## config.mk

```make
export PLATFORM = sky130hd
export DESIGN_NAME = imm_gen_pipe
export DESIGN_NICKNAME = d
export VERILOG_FILES = /design/src/rtl/imm_gen_pipe.sv
export SDC_FILE = /design/constraint.sdc
export NUM_CORES = 1
export LEC_CHECK = 0
export CAP_MARGIN = 25
export CORE_ASPECT_RATIO = 1.75
export CORE_MARGIN = 8
export CORE_UTILIZATION = 30
export CTS_CLUSTER_DIAMETER = 150
export CTS_CLUSTER_SIZE = 24
export DETAILED_ROUTE_END_ITERATION = 8
export HOLD_SLACK_MARGIN = 0.03
export PLACE_DENSITY = 0.59
export SETUP_SLACK_MARGIN = 0.3
export SLEW_MARGIN = 20
export SYNTH_ARGS = -nofsm -noshare
export SYNTH_HDL_FRONTEND = slang
export SYNTH_SLANG_ARGS = --single-unit
```

## constraint.sdc

```tcl
create_clock -name clk_i -period 11 [get_ports clk_i]
set_input_delay 3.3 -clock clk_i [delete_from_list [all_inputs] [get_ports clk_i]]
set_output_delay 3.3 -clock clk_i [all_outputs]
set_load 0.05 [all_outputs]
```

## src/rtl/imm_gen_pipe.sv

```systemverilog
// imm_gen_pipe: pipelined RISC-V immediate generator with a 2-entry skid buffer and an illegal-opcode counter
// Ports: clk_i/rst_i (sync active-high), flush_i drops buffered entries;
// in_valid_i/in_ready_o/instr_i/tag_i accept side; out_valid_o/out_ready_i/imm_o/fmt_o/illegal_o/tag_o result side;
// illegal_cnt_o saturating count of accepted illegal instructions.
module imm_gen_pipe #(
  parameter int XLEN  = 32,
  parameter int TAG_W = 8,
  parameter int CNT_W = 8
) (
  input  logic             clk_i,
  input  logic             rst_i,
  input  logic             flush_i,
  input  logic             in_valid_i,
  output logic             in_ready_o,
  input  logic [31:0]      instr_i,
  input  logic [TAG_W-1:0] tag_i,
  output logic             out_valid_o,
  input  logic             out_ready_i,
  output logic [XLEN-1:0]  imm_o,
  output logic [2:0]       fmt_o,
  output logic             illegal_o,
  output logic [TAG_W-1:0] tag_o,
  output logic [CNT_W-1:0] illegal_cnt_o
);
  localparam logic [2:0] F_R = 3'd0, F_I = 3'd1, F_S = 3'd2, F_B = 3'd3, F_U = 3'd4, F_J = 3'd5;
  localparam bit RV64 = XLEN == 64;
  logic [XLEN-1:0] i_imm, s_imm, b_imm, u_imm, j_imm, sh_imm, shw_imm, d_imm;
  logic [2:0] d_fmt;
  logic d_ill, sh, acc, pop;
  logic m_v, m_ill, k_v, k_ill;
  logic [XLEN-1:0] m_imm, k_imm;
  logic [2:0] m_fmt, k_fmt;
  logic [TAG_W-1:0] m_tag, k_tag;
  logic [CNT_W-1:0] cnt;
  // funct3 001 and 101 are the shift-immediate encodings
  assign sh = instr_i[13:12] == 2'b01;
  always_comb begin
    i_imm = {XLEN{instr_i[31]}};
    i_imm[11:0] = instr_i[31:20];
    s_imm = {XLEN{instr_i[31]}};
    s_imm[11:0] = {instr_i[31:25], instr_i[11:7]};
    b_imm = {XLEN{instr_i[31]}};
    b_imm[12:0] = {instr_i[31], instr_i[7], instr_i[30:25], instr_i[11:8], 1'b0};
    u_imm = {XLEN{instr_i[31]}};
    u_imm[31:0] = {instr_i[31:12], 12'b0};
    j_imm = {XLEN{instr_i[31]}};
    j_imm[20:0] = {instr_i[31], instr_i[19:12], instr_i[20], instr_i[30:21], 1'b0};
    sh_imm = '0;
    sh_imm[5:0] = {RV64 && instr_i[25], instr_i[24:20]};
    shw_imm = '0;
    shw_imm[4:0] = instr_i[24:20];
  end
  always_comb begin
    d_imm = '0;
    d_fmt = F_R;
    d_ill = 1'b0;
    case (instr_i[6:0])
      7'b0010011: begin
        d_fmt = F_I;
        d_imm = sh ? sh_imm : i_imm;
      end
      7'b0000011, 7'b1100111, 7'b1110011: begin
        d_fmt = F_I;
        d_imm = i_imm;
      end
      7'b0100011: begin
        d_fmt = F_S;
        d_imm = s_imm;
      end
      7'b1100011: begin
        d_fmt = F_B;
        d_imm = b_imm;
      end
      7'b0110111, 7'b0010111: begin
        d_fmt = F_U;
        d_imm = u_imm;
      end
      7'b1101111: begin
        d_fmt = F_J;
        d_imm = j_imm;
      end
      7'b0110011: d_fmt = F_R;
      7'b0111011: d_ill = !RV64;
      7'b0011011: begin
        d_ill = !RV64;
        d_fmt = RV64 ? F_I : F_R;
        d_imm = !RV64 ? '0 : sh ? shw_imm : i_imm;
      end
      default: d_ill = 1'b1;
    endcase
  end
  assign in_ready_o = !k_v && !rst_i;
  assign acc = in_valid_i && in_ready_o;
  assign pop = m_v && out_ready_i;
  always_ff @(posedge clk_i) begin
    if (rst_i) begin
      m_v <= 1'b0;
      k_v <= 1'b0;
      m_imm <= '0;
      m_fmt <= F_R;
      m_ill <= 1'b0;
      m_tag <= '0;
      cnt <= '0;
    end else begin
      if (acc && d_ill && cnt != '1) cnt <= cnt + 1'b1;
      if (flush_i) begin
        m_v <= 1'b0;
        k_v <= 1'b0;
      end else if (pop && k_v) begin
        m_v <= 1'b1;
        m_imm <= k_imm;
        m_fmt <= k_fmt;
        m_ill <= k_ill;
        m_tag <= k_tag;
        k_v <= 1'b0;
      end else if (acc && (!m_v || pop)) begin
        m_v <= 1'b1;
        m_imm <= d_imm;
        m_fmt <= d_fmt;
        m_ill <= d_ill;
        m_tag <= tag_i;
      end else if (acc) begin
        k_v <= 1'b1;
        k_imm <= d_imm;
        k_fmt <= d_fmt;
        k_ill <= d_ill;
        k_tag <= tag_i;
      end else if (pop) begin
        m_v <= 1'b0;
      end
    end
  end
  assign out_valid_o = m_v;
  assign imm_o = m_imm;
  assign fmt_o = m_fmt;
  assign illegal_o = m_ill;
  assign tag_o = m_tag;
  assign illegal_cnt_o = cnt;
endmodule

```

# == Word level (Yosys, flattened, before mapping) ==
# Index checks and enable logic that the tools add are counted.
# classes
n_addsub,1
n_eq_ne,13
muxes,16
bitwise,4
n_reduce_logical,23
# ops
op,n
one-hot mux 32 bit (6 select lines),1
two-way mux 32 bit,3
"equality test 7 bit, second input constant",4
"equality test 7 x 6 -> 1 bit, second input constant",3
two-way mux 8 bit,2
one-hot mux 3 bit (5 select lines),1
"equality test 7 x 5 -> 1 bit, second input constant",2
OR reduction 10 bit,1
"adder 8 x 1 -> 8 bit, second input constant",1
"inequality test 8 bit, second input constant",1
"equality test 7 x 2 -> 1 bit, second input constant",1
logical AND 1 bit,7
two-way mux 1 bit,7
two-way mux 3 bit,2
AND reduction 2 bit,3
OR reduction 3 bit,2
AND reduction 5 bit,1
inverter 1 bit,4
OR reduction 2 bit,2
OR reduction 4 bit,1
zero test 1 bit,3
"inequality test 3 x 1 -> 1 bit, second input constant",1
nonzero test 3 bit,1
"equality test 2 x 1 -> 1 bit, second input constant",1
other kinds (2),2
# word_totals
register_bits,98
inputBits,45

# == Longest topological paths before layout ==
# Gate-level depths: netlist of the first run.
# depth
word_depth,6
depth_mapped,7
depth_no_buf,6

# == Worst setup path before layout of the first run ==
# No wires, ideal clock.
# synth_timing
path_type,in2reg
startpoint,in rst_i
endpoint,reg k_fmt[0] (enable)
setup_time_ps,571
arrival_ps,8486
required_ps,10429
slack_ps,1943
cell_stages,4
path_cell_list,buf_2 -> clkbuf_1 -> clkbuf_1 -> nor4b_1
# synth_between
elab_chain_cells,6
elab_cells_between_ends,7
cone_classes,bitwise (2); reduce/logical (5)
# synth_rtl
item,line,rtl
"start, declared",11,"input logic rst_i,"
zero test 1 bit,92,assign in_ready_o = !k_v && !rst_i;
logical AND 1 bit,92,
logical AND 1 bit,93,assign acc = in_valid_i && in_ready_o;
logical AND 1 bit,116,end else if (acc && (!m_v || pop)) begin
inverter 1 bit (no line),-,
AND reduction 5 bit (no line) (*),-,
"end signal, assigned",125,k_fmt <= d_fmt;
"end, declared",32,"logic [2:0] m_fmt, k_fmt;"
# Mark *: on every way between the ends. The rest lies on a longest branch, timed or not.
# A chain may end at the register's enable or synchronous reset.

# == Worst setup path after layout of the first run ==
# layout_timing
startpoint,in rst_i
endpoint,out in_ready_o
# layout_between
elab_chain_cells,2
# layout_rtl
item,line,rtl
zero test 1 bit,92,
logical AND 1 bit,92,
"end, declared",14,"output logic in_ready_o,"
# No other way between the ends.

==> impl_metrics.ini, run 1 <==
[timing]
rsz0062_at_grt = no
relSlewSlack = 0.295
drv_slew = 0
tightest_slew_ns = 1.06
skew_ns = 0.00875
finalSetupTns_ns = 0
hold_viol_final = 0
period_share = 0.727
clock.fmax_mhz = 125
min_period_ns = 8.00
setup_violations = 0

[power_and_ir_drop]
p_leak_uw = 0.00218
p_total_uw = 798
p_per_area_nw_per_um2 = 137
ir_drop_mv = 0.0809

[clock_network]
hold_buffers = 0
root_buffer = clkbuf_16
numCtsBuffers = 9
worstSkewPairLatency_ns = 0.35
h-tree-depth = 3
post_cts_buffers = 0
clk_pin_slew_ns = 0.07
tritoncts = yes
cts_sinks = 98
cts_buffer_depth = 2
post_cts_resized = 0

[logic_synthesis]
syn_avg_cell_area_sq_um = 10.8
synth-edff-count = 44
synth.distinct_cells = 64
yosys.area.top_type = edfxtp_1
ys.flop_type = dfxtp_1
ys_warn_count = 0
yosysMostFrequentCell = nand2_1
syn_area_sq_um = 4450
ys_top_cells_by_area = edfxtp_1, dfxtp_1, nand2_1, a221oi_2, nor2_1
synthCells = 411
synth_top_area_share = 0.297
ys_ff_latch = 98
ys_top_cells_by_count = nand2_1, dfxtp_1, edfxtp_1, nor2_1
async_flop_share = 0
syn_nets = 457
ys_seq_area_frac = 0.540

[die]
initial_core_util = 0.303
die_area_sq_um = 19100
num_io_pins = 99
rows = 59
die_h_um = 177
die_w_um = 108
core_sq_um = 14700

[global_routing]
busiest_layer = met2
grt_util_met2 = 0.235
grt_overflow = 0
antenna_found_initial = 0
grt_use_met1 = 0.148
grt_max_degree = 54
track_usage = 0.136
met3_usage = 0.0423
grt_pass1_vias = 3776
grt_pass1_wl_um = 20400

[route]
detail-route-antenna-nets = 0
drt_iter0_drc = 189
drt_first_pass_iters = 4
vias = 3510
finalWirelength_um = 12400
via_per_inst = 5.12
wl_per_cell_um = 18.1
post-route-drc-count = 0

[worst_setup_path]
r2r_setup_slack_ns = 8.60
cp.required_ns = 7.70
crit_path_end_kind = output pin
startpoint = rst_i
reg2reg_from = out_valid_o$_SDFFE_PP0P_
arrival_ns = 4.70
criticalPathCategory = in -> out
cp_max_fo = 53
critPathLaunchType = input pin

[placement]
place_congestion = 0.809
place_area_sq_um = 5550
portBuffers = 98
dp_hpwl_um = 8910
dp_cells = 668

[layout]
post-route-util = 0.398
drive_above_1_share = 0.108
area_growth_pct = 31.4
final_net_count = 543
fill_cells = 1425
multi_input_area_sq_um = 1880
final_cells = 685
antenna_cells = 0
register_area_sq_um = 2400
final_area_sq_um = 5840

[status]
status = finished, final reports clean

[worst_hold_path]
hold_start = fmt_o[0]$_SDFFE_PP0P_
hold_path.class = reg -> reg

[job]
maxCapViolCount = 0
## cell families (layout without fill, tap and decap cells)
| kind of cell | Yosys count | count (layout) | synth area share |
|---|---|---|---|
| AND/OR/NAND/NOR | 156 | 156 | 0.181 |
| AO/OA/AOI/OAI | 110 | 110 | 0.211 |
| flip-flops | 98 | 98 | 0.540 |
| buffers and inverters | 35 | 126 | 0.0394 |
| XOR/XNOR | 6 | 6 | 0.0135 |
| multiplexers | 5 | 5 | 0.0121 |
| adder cells (fa/ha/maj) | 1 | 1 | 0.00281 |
## where the power goes
group	switching, uW	internal, uW	total [uW]
combinational	64.1	41.1	105
sequential	4.77	386	391
clock	144	157	302
## per-layer routing
metal / up-vias / share of wire
met4: 0 / 0.016
met3: 15 / 0.063
met2: 90 / 0.53
met1: 1694 / 0.39
met5: - / 0
li1: 1711 / -
## final timing paths
| check | cells past startpoint | to |
|---|---|---|
| max | 4 | in_ready_o |
| min | 2 | fmt_o[0]$_SDFFE_PP0P_ |
| max reg2reg | 4 | imm_o[20]$_SDFFE_PP0P_ |
| min reg2reg | 2 | fmt_o[0]$_SDFFE_PP0P_ |
## metrics by stage
step	hold slack (ns)	worst slack, ns
floorplan	0.448	1.94
global placement	0.453	2.98
detailed placement	0.454	2.96
CTS	0.475	2.96
global route	0.491	2.89
finish	0.467	3.00
## cell type report
cell class	count	share of cell area
inverter	4	0.00257
clock buffer	9	0.0385
multi-input combinational	278	0.321
timing repair buffer	106	0.177
tap	183	0.0392
sequential	98	0.411
clock inverter	7	0.0103
## cell usage in the layout, fill, tap and decap left out, types with 4 or more instances in the layout
| cell type | count |
|---|---|
| a211o_1 | 8 |
| a211oi_1 | 7 |
| a21o_1 | 11 |
| a21oi_1 | 13 |
| a221oi_1 | 5 |
| a221oi_2 | 10 |
| a22o_1 | 13 |
| a311oi_1 | 9 |
| and2_1 | 8 |
| buf_4 | 7 |
| clkbuf_16 | 9 |
| clkdlybuf4s50_1 | 97 |
| dfxtp_1 | 54 |
| edfxtp_1 | 44 |
| inv_1 | 4 |
| inv_6 | 4 |
| nand2_1 | 63 |
| nand3_1 | 10 |
| nor2_1 | 33 |
| nor2b_1 | 5 |
| nor3_1 | 7 |
| nor4_1 | 7 |
| o21ai_0 | 13 |
| xnor2_1 | 4 |
## worst max-delay path: stages
cell	delay (ns)
buf_2	0.07
buf_4	0.50
nor2_1	0.09
clkdlybuf4s50_1	0.73
## registers in the layout (all words and copies together), names as in the netlist
| register | cells |
|---|---|
| out_valid_o | 1 |
| k_fmt | 3 |
| imm_o | 32 |
| k_v | 1 |
| k_ill | 1 |
| fmt_o | 3 |
| illegal_o | 1 |
| illegal_cnt_o | 8 |
| k_imm | 32 |
| k_tag | 8 |
| tag_o | 8 |
Note: power is estimated with default switching activity, not from simulation.
==> run 2, diff against run 1 <==
--- a/config.mk
+++ b/config.mk
@@ -13,7 +13,7 @@
 export CTS_CLUSTER_SIZE = 24
 export DETAILED_ROUTE_END_ITERATION = 8
 export HOLD_SLACK_MARGIN = 0.03
-export PLACE_DENSITY = 0.59
+export PLACE_DENSITY = 0.61
 export SETUP_SLACK_MARGIN = 0.3
 export SLEW_MARGIN = 20
 export SYNTH_ARGS = -nofsm -noshare
==> constraint.sdc (replaced) <==
create_clock -name clk_i -period 7.2 [get_ports clk_i]
set_input_delay 2.16 -clock clk_i [delete_from_list [all_inputs] [get_ports clk_i]]
set_output_delay 2.16 -clock clk_i [all_outputs]
set_load 0.05 [all_outputs]
==> run 2 against run 1 <==
Compared with the run above:
- clock skew decreased by 0.00072 ns
- clock power increased by 53%
- sequential power increased by 53%
- utilization increased by 0.085 points
- first-iteration DRC count increased by 10%
- critical path type unchanged
==> impl_metrics.ini, run 2 (synthesis results as in run 1) <==
[status]
status = finished, final reports clean

[die]
die_h_um = 177
rows = 59
die_area_sq_um = 19100
initial_core_util = 0.303
die_w_um = 108
core_sq_um = 14700
num_io_pins = 99

[layout]
area_growth_pct = 31.7
fill_cells = 1421
final_cells = 685
mostFrequentLayoutCells = clkdlybuf4s50_1, nand2_1, dfxtp_1
final_net_count = 543
drive_above_1_share = 0.108
final_common_cell = clkdlybuf4s50_1
post-route-util = 0.399
antenna_cells = 0

[placement]
portBuffers = 98
dp_cells = 668
dp_hpwl_um = 8870
place_congestion = 0.803

[power_and_ir_drop]
p_sw_uw = 325
p_clk_frac = 0.378
p_sw_frac = 0.267
p_per_area_nw_per_um2 = 208
comb_power_share = 0.133
seq_power_share = 0.489
p_int_uw = 894
ir_drop_mv = 0.0935
p_leak_uw = 0.00218

[timing]
tightest_slew_ns = 0.979
rsz0062_at_grt = no
setup_violations = 0
clock.fmax_mhz = 188
drv_slew = 0
holdWs_ns = 0.457
finalSetupTns_ns = 0
period_share = 0.738
relSlewSlack = 0.346
min_period_ns = 5.31
skew_ns = 0.00803
hold_viol_final = 0

[global_routing]
track_usage = 0.128
grt_max_degree = 53
grt_pass1_vias = 3596
grt_pass1_wl_um = 19000
grt_overflow = 0
antenna_found_initial = 0

[worst_setup_path]
path_cells = buf_2 -> nor2_1 -> clkdlybuf4s50_1
crit_path_end_kind = output pin
worst-path-buf-inv = 2
arrival_ns = 3.15
cp_max_fo = 2
path_depth = 3
reg2reg_depth = 5
criticalPathCategory = in -> out
path_delay_family = buffers and inverters
cp_slowest_stage_delay_ns = 0.81
cpMaxStageDelayCell = clkdlybuf4s50_1
cp.required_ns = 5.04
critPathLaunchType = input pin

[clock_network]
cts_sinks = 98
root_buffer = clkbuf_16
h-tree-depth = 3
tritoncts = yes
post_cts_resized = 0
clk_pin_slew_ns = 0.07
post_cts_buffers = 0
numCtsBuffers = 9
hold_buffers = 0
cts_buffer_depth = 2
worstSkewPairLatency_ns = 0.34

[route]
drt_first_pass_iters = 5
wl_per_cell_um = 17.7
drt_iter0_drc = 208
finalWirelength_um = 12100
post-route-drc-count = 0
via_per_inst = 5.15
vias = 3527
detail-route-antenna-nets = 0

[worst_hold_path]
whs_path_depth = 2
hold_path.class = reg -> reg

[job]
maxCapViolCount = 0
[run 2: worst min-delay path, cell delays in order, from the launching register on]
cell and delay [ns]:
dfxtp_1 0.31, nand2_1 0.05, a21oi_1 0.05
[run 2: final cells by class]
class / count / area (sq um) / area share
inverters: 4 / 15.0 / 0.00256
repair buffers: 106 / 1040 / 0.178
clock buffers: 9 / 225 / 0.0385
clock inverters: 7 / 60.1 / 0.0103
flip-flops and latches: 98 / 2400 / 0.410
well taps: 183 / 229 / 0.0391
multi-input cells: 278 / 1880 / 0.322
[run 2: path summary, 6_finish.rpt]
| path | to | slack [ns] | startpoint |
|---|---|---|---|
| max reg2reg | imm_o[23]$_SDFFE_PP0P_ | 4.83 | k_v$_SDFFE_PP0P_ |
| min | fmt_o[0]$_SDFFE_PP0P_ | 0.46 | fmt_o[0]$_SDFFE_PP0P_ |
| min reg2reg | fmt_o[0]$_SDFFE_PP0P_ | 0.46 | fmt_o[0]$_SDFFE_PP0P_ |
| max | in_ready_o | 1.89 | rst_i |
[run 2: power groups by stage]
stage	clock, uW	combinational, uW	sequential, uW
after detailed placement	0	163	609
final	461	162	597
after floorplan	0	58.4	647
after CTS	473	163	597
after global routing	497	173	598
after global placement	0	160	609
[run 2: metal layers]
| metal | vias up | GRT usage | share of wire |
|---|---|---|---|
| li1 | 1707 | - | - |
| met1 | 1700 | 0.146 | 0.41 |
| met5 | - | 0 | 0 |
| met4 | 0 | 0.0553 | 0.019 |
| met2 | 109 | 0.222 | 0.52 |
| met3 | 11 | 0.0252 | 0.052 |
[run 2: stage by stage]
step	worst slack [ns]	area, sq um	power (uW)
after floorplan	1.49	4450	705
after detailed placement	1.88	5560	772
after global placement	1.88	5550	769
final	1.89	5860	1220
after global routing	1.87	5860	1270
after CTS	1.88	5850	1230
==> variant 1, RTL diff (config.mk and constraints of run 1) <==
The parameter `CNT_W` goes from 8 to 9.
--- a/src/rtl/imm_gen_pipe.sv
+++ b/src/rtl/imm_gen_pipe.sv
@@ -7,3 +7,3 @@
   parameter int TAG_W = 8,
-  parameter int CNT_W = 8
+  parameter int CNT_W = 9
 ) (
Interface: changed (resized illegal_cnt_o); port bits go from 99 to 100. The function was not compared with the original's and may differ.
==> variant 1 against run 1 <==
  * Sequential share of layout area shrank 0.20 points
  * Hold slack worse by 0.014 ns
  * Highest routed layer unchanged
  * Total power grew 10%
  * First-iteration DRC count up 38%
  * Largest power group unchanged
  * Wire length grew 2.5%
  * Synthesized area is 0.84% lower
  * Register-to-register slack lost 0.48 ns
  * Final area is 1.3% higher
  * Sequential cell count is 1 higher
  * Setup slack got worse by 0.017 ns
==> variant 1: results (changes against run 1) <==
outcome: "finished, final reports clean"
wirelength_mm: 12.7  # +2.5%
grt_pass1_vias: 3861  # +2.3%
nets: 583  # +7.4%
synth.yosys.seq_area_share_pct: 54.9  # +0.91 points
gp_congestion: 0.850  # +5.1%
synth.distinct_cells: 47  # -27%
multi_input_area_mm2: 0.00186  # -0.60%
vias: 3764  # +7.2%
grt_pass1_wl_mm: 20.4  # +0.30%
whs_ns: 0.453  # -0.0140 ns
grt_use_total_pct: 13.5  # -0.13 points
cpMaxStageDelayCell: "clkdlybuf4s50_1"
hold_path_depth: 2  # unchanged
synth_nets: 500  # +9.4%
cts.repair.resized: 0  # unchanged
numPortBuffers: 99  # +1.0%
initialDrtViolationCount: 260  # +38%
cts_setup_buffers: 0  # unchanged
cts-root-buf: "clkbuf_16"
r2r_setup_slack_ns: 8.12  # -0.48 ns
holdPathEnd: "illegal_o"
multi_input_cells: 317  # +14%
synth_edf_count: 44  # unchanged
synth.area.top_cells: "edfxtp_1 30%, dfxtp_1 25%, nand2_1 7.3%, a221oi_1 4.0%, a21oi_1 3.0%"
critical_path.max_stage_delay_ns: 0.72
nonClkBufAreaFrac_pct: 17.4  # -0.32 points
dp_slack_ns: 2.98  # +0.0242 ns
num-nonclk-buffers: 105  # -0.94%
clkCellAreaFrac_pct: 6.13  # +1.2 points
num-fill-cells: 1449  # +1.7%
synthArstFlopShare_pct: 0  # unchanged
hold_start: "illegal_o"
hp-class: "register to register"
firstDrtPassIters: 5  # +1
drive_above_1_share_pct: 6.10  # -4.7 points
fmaxAchievable_mhz: 125  # -0.21%
arrival_ns: 4.72  # +0.02 ns
worstPathMaxFanout: 59  # +11%
ir_drop_mv: 0.0870  # +7.5%
skew_ns: 0.0104  # +0.00167 ns
leakagePower_nw: 2.14  # -1.9%
crit_end: "in_ready_o"
seqCellArea_mm2: 0.00242  # +0.83%
dp_hpwl_mm: 8.94  # +0.35%
numCtsBuffers: 9  # unchanged
rr_startpoint: "k_v"
numClockSinks: 99  # +1.0%
antenna_found_initial: 0  # unchanged
grt_max_degree: 60  # +11%
final-setup-viol-count: 0  # unchanged
regToRegEndpoint: "imm_o[28]"
r2r_cells: 6  # +2
max_slew_margin_pct: 35.1  # +5.6 points
synthTopCellsByCount: "86 x nand2_1, 55 x dfxtp_1, 44 x edfxtp_1, 30 x clkbuf_1, 30 x nor2_1"
h-tree-depth: 3  # unchanged
cts.clk_slew.worst_paths_ns: 0.06
crit_family: "buffers and inverters"
variant 1: kinds of logic after synthesis:
group | count (synthesis) | synth area share (%)
AOI/OAI and AO/OA | 117 | 18.3
adders and majority gates | 2 | 0.567
xor gates and xnor gates | 5 | 0.993
buffers and inverters | 37 | 3.29
and+or+nand+nor | 188 | 20.7
muxes | 5 | 1.14
DFF | 99 | 54.9
variant 1: metrics by stage:
step / cell area, um2 / cells
after CTS: 5920 / 721
after detailed placement: 5560 / 705
final: 5920 / 721
after global routing: 5920 / 721
after floorplan: 4410 / 453
after global placement: 5560 / 705
variant 1: metal layers:
metal  global-route usage [%]  routed length [um]  vias up
met3                     2.45                 627       14
li1                         -                   -     1819
met2                     23.7                6580      123
met1                     15.5                5250     1808
met4                     5.35                 262        0
met5                        0                   0        -
variant 1: where the power goes:
group	switching [mW]	internal (mW)	leakage, nW
combinational	0.0635	0.0401	1.04
clock	0.134	0.245	0.177
sequential	0.00535	0.390	0.919
total	0.203	0.675	2.14
==> variant 2, RTL diff (config.mk and constraints of run 1) <==
Made on the original files. Put one more register stage on the output `illegal_cnt_o`, with the module's reset. The value now appears one clock later. The other outputs are not delayed to match.
--- a/src/rtl/imm_gen_pipe.sv
+++ b/src/rtl/imm_gen_pipe.sv
@@ -137,3 +137,9 @@
   assign tag_o = m_tag;
-  assign illegal_cnt_o = cnt;
+  always_ff @(posedge clk_i) begin
+    if (rst_i) begin
+      illegal_cnt_o <= '0;
+    end else begin
+      illegal_cnt_o <= cnt;
+    end
+  end
 endmodule
Check against the original RTL: not equivalent (Yosys sat finds a counterexample within 4 cycles, from zero or initial values and one cycle with rst_i high).
==> variant 2 against run 1 <==
  * Setup slack worse by 0.26 ns
  * Wire length up 8.3%
  * Critical path depth stayed put
  * Final area increased by 7.2%
  * Final cell count increased by 12%
  * Critical endpoint unchanged
  * Sequential cell count increased by 8
  * Total power up 5.9%
  * Largest power group unchanged
  * Die area is 6.9% higher
  * Via count is 15% higher
  * Core utilization fell by 0.13 points
  * Synthesized area increased by 7.8%
==> variant 2: results (changes against run 1) <==
grt_pass1_wl_mm: 21.5  # +5.6%
initialDrtViolationCount: 185  # -2.1%
synth_xor_xnor_area_share_pct: 0.183  # -1.2 points
hold_path_depth: 1  # -1
yosys-mux-area-fraction_pct: 1.15  # -0.061 points
grt_use_total_pct: 13.2  # -0.41 points
outcome: "finished, final reports clean"
combPwrFrac_pct: 11.8  # -1.4 points
crit_family: "buffers and inverters"
gp_congestion: 0.864  # +6.8%
drive_above_1_share_pct: 6.88  # -3.9 points
grt.met3_usage_pct: 2.70  # -1.5 points
holdPathEnd: "imm_o[21]"
synth.area.top_cells: "edfxtp_1 28%, dfxtp_1 26%, nand2_1 5.9%, nor2_1 4.0%, a21oi_1 3.3%"
avgViaCountPerCell: 5.23  # +2.0%
leakagePower_nw: 2.45  # +13%
hp-class: "register to register"
gr-usage-met1_pct: 13.8  # -1.0 points
wirelength_mm: 13.4  # +8.3%
synth_compound_area_share_pct: 21.4  # +0.30 points
arrival_ns: 4.96  # +0.26 ns
hold_start: "imm_o[21]"
cts.repair.resized: 0  # unchanged
r2r_cells: 6  # +2
max_slew_margin_pct: 33.5  # +4.1 points
synth.distinct_cells: 58  # -9.4%
dp_hpwl_mm: 9.66  # +8.4%
numPortBuffers: 98  # unchanged
synth_nets: 538  # +18%
nets: 622  # +15%
ir_drop_mv: 0.0589  # -27%
regToRegEndpoint: "imm_o[13]"
worstPathMaxFanout: 45  # -15%
r2r_setup_slack_ns: 8.80  # +0.20 ns
met2_usage_pct: 24.5  # +1.1 points
rr_startpoint: "out_valid_o"
[variant 2: per-stage QoR]
step | cell area [um2] | power [mW] | hold WS [ns] | instances | worst slack [ns]
floorplan | 4790 | 0.484 | 0.468 | 492 | 3.17
global placement | 5910 | 0.525 | 0.439 | 751 | 2.73
detailed placement | 5950 | 0.528 | 0.440 | 753 | 2.73
CTS | 6250 | 0.857 | 0.461 | 769 | 2.73
global route | 6260 | 0.876 | 0.475 | 770 | 2.66
finish | 6260 | 0.845 | 0.456 | 770 | 2.74
[variant 2: power groups by stage]
| stage | clock network [mW] | logic (mW) | registers (mW) |
|---|---|---|---|
| final | 0.326 | 0.0993 | 0.419 |
| after global routing | 0.349 | 0.106 | 0.420 |
| after CTS | 0.337 | 0.0999 | 0.419 |
| after detailed placement | 0 | 0.0997 | 0.428 |
| after global placement | 0 | 0.0968 | 0.428 |
| after floorplan | 0 | 0.0355 | 0.448 |
[variant 2: final cells by class]
cell class	instances	area share (%)
Sequential cell	106	40.9
Multi-Input combinational cell	347	33.1
Timing Repair Buffer	106	17.1
Clock buffer	13	4.51
Tap cell	189	3.78
Inverter	6	0.360
Clock inverter	3	0.300
[variant 2: worst max path at each step]
| stage | depth (start not counted) | endpoint | start | slack [ns] |
|---|---|---|---|---|
| detailed placement | 4 | in_ready_o | rst_i | 2.73 |
| finish | 4 | in_ready_o | rst_i | 2.74 |
| global placement | 4 | in_ready_o | rst_i | 2.73 |
| global route | 4 | in_ready_o | rst_i | 2.66 |
| floorplan | 4 | in_ready_o | rst_i | 3.17 |
| CTS | 4 | in_ready_o | rst_i | 2.73 |
[variant 2: per-layer routing]
metal,part of all wire [%],routed length [um]
met1,41,5490
met2,53,7130
met3,4.3,578
met4,1.8,238
met5,0,0
